## src/rtl/sdram_arb_pkg.sv

```systemverilog
// Shared types and defaults for the SDRAM port arbiter.
// Holds the FSM state encoding (also exported on the debug port),
// the latched operation type and the default bus widths.
package sdram_arb_pkg;

  localparam int ADDR_W_DEF = 23;
  localparam int DATA_W_DEF = 32;

  // State encoding is visible on the debug port, so the values are fixed.
  typedef enum logic [2:0] {
    ST_IDLE      = 3'd0,
    ST_ISSUE     = 3'd1,
    ST_WAIT_DATA = 3'd2,
    ST_DONE      = 3'd3
  } state_t;

  typedef enum logic {
    OP_READ  = 1'b0,
    OP_WRITE = 1'b1
  } op_t;

endpackage

```

## src/rtl/sdram_arb_picker.sv

```systemverilog
// Combinational winner select for the SDRAM port arbiter.
// Default: round robin, searching upward from ptr+1 modulo NUM_REQ.
// With SDRAM_ARB_FIXED_PRIO_EN defined: fixed priority, lowest index wins,
// and ptr is ignored.
module sdram_arb_picker #(
  parameter int NUM_REQ = 3,
  parameter int IDX_W   = (NUM_REQ > 1) ? $clog2(NUM_REQ) : 1
) (
  input  logic [NUM_REQ-1:0] req,
  input  logic [IDX_W-1:0]   ptr,
  output logic [IDX_W-1:0]   idx,
  output logic               any
);

`ifdef SDRAM_ARB_FIXED_PRIO_EN

  // Lowest asserted index wins; scanning downward lets the lowest overwrite.
  always_comb begin
    idx = '0;
    any = 1'b0;
    for (int i = NUM_REQ - 1; i >= 0; i--) begin
      if (req[i]) begin
        idx = IDX_W'(i);
        any = 1'b1;
      end
    end
  end

`else

  localparam logic [IDX_W:0] NUM_REQ_W = (IDX_W + 1)'(NUM_REQ);

  logic [IDX_W:0]     start_w;
  logic [IDX_W:0]     pos;
  logic [NUM_REQ-1:0] rot;

  // Rotate the request vector so bit 0 is the port just after the pointer,
  // then take the lowest set bit and map it back to a port index.
  always_comb begin
    start_w = {1'b0, ptr} + 1'b1;
    if (start_w >= NUM_REQ_W) begin
      start_w = '0;
    end
    rot = NUM_REQ'({req, req} >> start_w);
    pos = '0;
    idx = '0;
    any = |req;
    for (int k = NUM_REQ - 1; k >= 0; k--) begin
      if (rot[k]) begin
        pos = start_w + (IDX_W + 1)'(k);
        if (pos >= NUM_REQ_W) begin
          pos = pos - NUM_REQ_W;
        end
        idx = pos[IDX_W-1:0];
      end
    end
  end

`endif

endmodule

```

## src/rtl/sdram_port_arbiter.sv

```systemverilog
// Shares one SDRAM Avalon-MM master between NUM_REQ requesters
// (index 0 = mix core). One transaction is in flight at a time.
// Define SDRAM_ARB_FIXED_PRIO_EN for fixed priority (lowest index wins)
// instead of the default round robin.
//
// Handshake: a requester raises req_read/req_write (level) with a stable
// address/data and holds it until its req_finished bit pulses for one cycle.
// Toward the SDRAM controller the command (av_read/av_write, address, data)
// is held constant while av_waitrequest=1 and is accepted on the first cycle
// with av_waitrequest=0; read data arrives later with av_readdatavalid=1.
module sdram_port_arbiter
  import sdram_arb_pkg::*;
#(
  parameter int NUM_REQ = 3,
  parameter int ADDR_W  = ADDR_W_DEF,
  parameter int DATA_W  = DATA_W_DEF
) (
  input  logic                           i_clk,
  input  logic                           i_rst_n,
  input  logic [NUM_REQ-1:0]             req_read,
  input  logic [NUM_REQ-1:0]             req_write,
  input  logic [NUM_REQ-1:0][ADDR_W-1:0] req_addr,
  input  logic [NUM_REQ-1:0][DATA_W-1:0] req_writedata,
  output logic [DATA_W-1:0]              req_readdata,
  output logic [NUM_REQ-1:0]             req_finished,
  output logic [ADDR_W-1:0]              av_address,
  output logic                           av_read,
  output logic                           av_write,
  output logic [DATA_W-1:0]              av_writedata,
  input  logic [DATA_W-1:0]              av_readdata,
  input  logic                           av_readdatavalid,
  input  logic                           av_waitrequest,
  output logic [2:0]                     debug
);

  localparam int              IDX_W    = (NUM_REQ > 1) ? $clog2(NUM_REQ) : 1;
  localparam logic [IDX_W-1:0] LAST_IDX = IDX_W'(NUM_REQ - 1);

  state_t             state_q;
  state_t             state_d;
  logic [IDX_W-1:0]   grant_q;
  logic [IDX_W-1:0]   ptr;
  logic [IDX_W-1:0]   pick_idx;
  logic               pick_any;
  op_t                op_q;
  logic [ADDR_W-1:0]  addr_q;
  logic [DATA_W-1:0]  wdata_q;
  logic [DATA_W-1:0]  rdata_q;
  logic [NUM_REQ-1:0] req_any;

  // A port requests when either read or write is raised.
  assign req_any = req_read | req_write;

  sdram_arb_picker #(
    .NUM_REQ (NUM_REQ),
    .IDX_W   (IDX_W)
  ) u_picker (
    .req (req_any),
    .ptr (ptr),
    .idx (pick_idx),
    .any (pick_any)
  );

`ifdef SDRAM_ARB_FIXED_PRIO_EN
  // Fixed priority needs no history; the pointer is a constant.
  assign ptr = LAST_IDX;
`else
  logic [IDX_W-1:0] ptr_q;

  // Round-robin pointer: remembers the last served port, so it loses the next tie.
  always_ff @(posedge i_clk) begin
    if (!i_rst_n) begin
      ptr_q <= LAST_IDX;
    end else if (state_q == ST_DONE) begin
      ptr_q <= grant_q;
    end
  end

  assign ptr = ptr_q;
`endif

  // FSM state register.
  always_ff @(posedge i_clk) begin
    if (!i_rst_n) begin
      state_q <= ST_IDLE;
    end else begin
      state_q <= state_d;
    end
  end

  // Next-state and command/completion outputs, all decoded from the state.
  always_comb begin
    state_d      = state_q;
    av_read      = 1'b0;
    av_write     = 1'b0;
    req_finished = '0;
    case (state_q)
      ST_IDLE: begin
        if (pick_any) begin
          state_d = ST_ISSUE;
        end
      end
      ST_ISSUE: begin
        av_read  = (op_q == OP_READ);
        av_write = (op_q == OP_WRITE);
        if (!av_waitrequest) begin
          state_d = (op_q == OP_WRITE) ? ST_DONE : ST_WAIT_DATA;
        end
      end
      ST_WAIT_DATA: begin
        if (av_readdatavalid) begin
          state_d = ST_DONE;
        end
      end
      ST_DONE: begin
        // Requests are not looked at here; a held request is re-arbitrated
        // from IDLE with whatever address the requester presents by then.
        req_finished[grant_q] = 1'b1;
        state_d               = ST_IDLE;
      end
      default: begin
        state_d = ST_IDLE;
      end
    endcase
  end

  // Transaction latch at grant time, plus the shared read-data register.
  always_ff @(posedge i_clk) begin
    if (!i_rst_n) begin
      grant_q <= '0;
      op_q    <= OP_READ;
      addr_q  <= '0;
      wdata_q <= '0;
      rdata_q <= '0;
    end else begin
      if (state_q == ST_IDLE && pick_any) begin
        grant_q <= pick_idx;
        // Read and write together on one port is served as a write.
        op_q    <= req_write[pick_idx] ? OP_WRITE : OP_READ;
        addr_q  <= req_addr[pick_idx];
        wdata_q <= req_writedata[pick_idx];
      end
      // Read data persists across writes until the next read completes.
      if (state_q == ST_WAIT_DATA && av_readdatavalid) begin
        rdata_q <= av_readdata;
      end
    end
  end

  assign av_address   = addr_q;
  assign av_writedata = wdata_q;
  assign req_readdata = rdata_q;
  assign debug        = state_q;

endmodule

```

## config.mk

```make
export PLATFORM = sky130hd
export DESIGN_NAME = sdram_port_arbiter
export DESIGN_NICKNAME = d
export VERILOG_FILES = /design/src/rtl/sdram_arb_pkg.sv /design/src/rtl/sdram_arb_picker.sv /design/src/rtl/sdram_port_arbiter.sv
export SDC_FILE = /design/constraint.sdc
export NUM_CORES = 1
export LEC_CHECK = 0
export ABC_AREA = 1
export CAP_MARGIN = 5
export CORE_UTILIZATION = 39
export CTS_CLUSTER_SIZE = 20
export DETAILED_ROUTE_END_ITERATION = 8
export PLACE_DENSITY_LB_ADDON = 0.1
export SKIP_CTS_REPAIR_TIMING = 1
export SYNTH_ARGS = -nofsm -noshare
export SYNTH_HDL_FRONTEND = slang
export SYNTH_SLANG_ARGS = --single-unit
export TNS_END_PERCENT = 20
```

## constraint.sdc

```tcl
create_clock -name i_clk -period 1.9 [get_ports i_clk]
set_input_delay 0.19 -clock i_clk [delete_from_list [all_inputs] [get_ports i_clk]]
set_output_delay 0.19 -clock i_clk [all_outputs]
set_load 0.02 [all_outputs]
```

==> impl_metrics.ini <==
[floorplanning]
core_area_um2 = 12900
chipWidth_um = 118
start_util_pct = 40.7
die_h_um = 118
boundaryPins = 302
dieArea_um2 = 13900
rows = 41

[hold_path]
whs_path_depth = 3
hp-start = i_rst_n
min_to = av_address[17]
min_path_type = in2reg

[grt]
grt_usage_pct = 26.0
overflow = 0
grt_pass1_vias = 5905
grt_max_degree = 36
grt_first_pass_wirelength_um = 28900
antenna_found_initial = 0

[detailed_routing]
via_per_inst = 4.77
first_pass_iters = 4
avgRoutedWirePerCell_um = 13.9
drt_wl_total_um = 18000
num_vias = 6208
ant_nets = 0
drtIter0Drc = 245
drc = 0

[timing]
min_period_ps = 1780
hold_viol = 0
fin_skew_ps = 7.90
fmax_mhz = 563
final.period_utilization_pct = 93.6
finalSetupViolCount = 0
rsz0062_at_grt = no
drv_slew = 0

[clock_tree]
cts_made_buffers = 9
cts_root_buffer = clkbuf_16
clkTransAtPathRegs_ps = 70
cts_tree = yes
clock-sinks = 94
cts_buffer_depth = 2
htree_levels = 3
clkLatencyLatePin_ps = 340

[placed_design]
port_buffers = 300
place_inst = 1285
place_area_um2 = 8580
dp_hpwl_um = 13600
gp_congestion = 0.868

[cells_and_area]
antennaDiodeCount = 0
final_cells = 1301
syn_to_final_growth_pct = 70.6
nNetsFinal = 1335
num-fill-cells = 1166
drive_above_1_share_pct = 7.71
fin_area_um2 = 8940

[power_and_ir_drop]
p_int_uw = 6880
cellPowerDensity_nw_per_um2 = 1280
p_sw_uw = 4550
comb_power_share_pct = 55.1
clkPwrFrac_pct = 18.3
irDropWorstVdd_mv = 0.657
sw_frac_of_total_pct = 39.8
seq_power_share_pct = 26.7
leakagePower_uw = 0.00418

[worst_setup_path]
reg2reg_depth = 9
rrSetupSlack_ps = 230
cp-end-kind = output port
crit_path_max_incr_delay_ps = 340
cp_data_arrival_time_ps = 1590
critPathSlowestCell = dfxtp_1
reg2reg_to = grant_q[1]
critPathLaunchType = flop
worstSetupPathType = reg2out
cp_data_required_time_ps = 1710
cp_max_fo = 3
crit_chain = ha_1 > inv_1 > or2_2 > nor2_1 > dlymetal6s2s_1
r2r_start = debug[0]

[logic_synthesis]
synth_top_area_share_pct = 35.9
synthesis.area_um2 = 5240
synth_area_leaders = dfxtp_1, nand3_1, inv_1, nand2_1, a21oi_1
syn_nets = 1046
avgSynthCellArea_um2 = 6.27
synth-seq-area-share_pct = 35.9
ys_ff_latch = 94
ys_types = 23
synthCells = 835
ys_warn_count = 0
yosys.area.top_type = dfxtp_1

[run]
maxCapViolations = 0

[status]
outcome = complete, no violations
final cells by class:
cell class	instances	area, um2	share of cell area [%]
well taps	172	215	2.41
inverters	164	616	6.89
flip-flops and latches	94	1880	21.1
clock inverters	6	110	1.23
repair buffers	335	3440	38.4
multi-input cells	520	2450	27.4
clock buffers	10	229	2.56
cell usage in the layout, fill, tap and decap left out, types with 9 or more instances in the layout:
| cell | instances |
|---|---|
| clkdlybuf4s50_1 | 294 |
| inv_2 | 13 |
| nor2_1 | 80 |
| nand2_1 | 129 |
| a21oi_1 | 79 |
| o21ai_0 | 63 |
| clkbuf_16 | 9 |
| inv_1 | 151 |
| buf_4 | 22 |
| buf_12 | 13 |
| nand3_1 | 139 |
| dfxtp_1 | 94 |
sequential cells by signal, summed over array words and instances (netlist names):
name	count
av_writedata	32
req_readdata	32
av_address	23
debug	2
grant_q	2
ptr	2
op_q	1
through the flow:
| step | hold slack (ps) | util [%] | setup slack (ps) | TNS, ps | power [uW] |
|---|---|---|---|---|---|
| finish | 331 | 69.4 | 122 | 0 | 11400 |
| CTS | 312 | 69.3 | -286 | -849 | 11500 |
| floorplan | 355 | - | 301 | 0 | 6400 |
| global placement | 462 | 66.7 | 35.6 | 0 | 9350 |
| detailed placement | 473 | 66.7 | 24.9 | 0 | 9400 |
| global route | 368 | 69.4 | 15.6 | 0 | 12200 |
routing by layer:
metal / up-vias / track usage (%) / routed length (um)
met5: - / 0 / 0
met4: 0 / 11.0 / 476
met3: 31 / 6.35 / 1440
met2: 258 / 46.9 / 9040
met1: 2746 / 28.7 / 7090
li1: 3173 / - / -
worst max-delay path: cells and delay by family, from the launching register on:
kind,cells,cell delay [ps]
fa+ha+maj,1,210
flops,1,340
buf+inv,2,330
simple gates,2,370
logic make-up (layout without fill, tap and decap cells):
kind of cell,Yosys count,after routing,synth area share [%]
flops,94,94,35.9
compound gates,151,151,15.0
buf+inv,221,515,17.6
fa+ha+maj,4,4,0.956
other cells,1,1,0.0716
simple gates,364,364,30.5
power groups by stage:
stage                     Clock (uW)  Sequential (uW)  Combinational (uW)
after global routing            2180             3130                6850
after detailed placement           0             3080                6320
after floorplan                    0             3880                2520
after CTS                       2110             3050                6350
after global placement             0             3060                6280
final                           2090             3050                6300
Yosys cell counts:
master,n
dfxtp_1,94
nand3_2,6
a21oi_1,79
nand2_2,3
nor2_2,2
o21ai_0,63
ha_1,4
nand2_1,132
buf_4,3
o211ai_1,1
clkbuf_1,23
inv_2,13
a211oi_1,1
buf_6,5
inv_1,151
buf_12,1
buf_2,20
buf_1,5
conb_1,1
a21oi_2,7
nand3_1,139
or2_2,2
nor2_1,80
worst max path at each step:
stage,start,end
after floorplan,debug[0],av_writedata[0]
after global placement,req_write[0],av_address[18]
after detailed placement,req_read[1],av_writedata[31]
after CTS,debug[0],req_finished[0]
after global routing,debug[0],req_finished[1]
final,debug[0],req_finished[0]
Note: power is estimated with default switching activity, not from simulation.
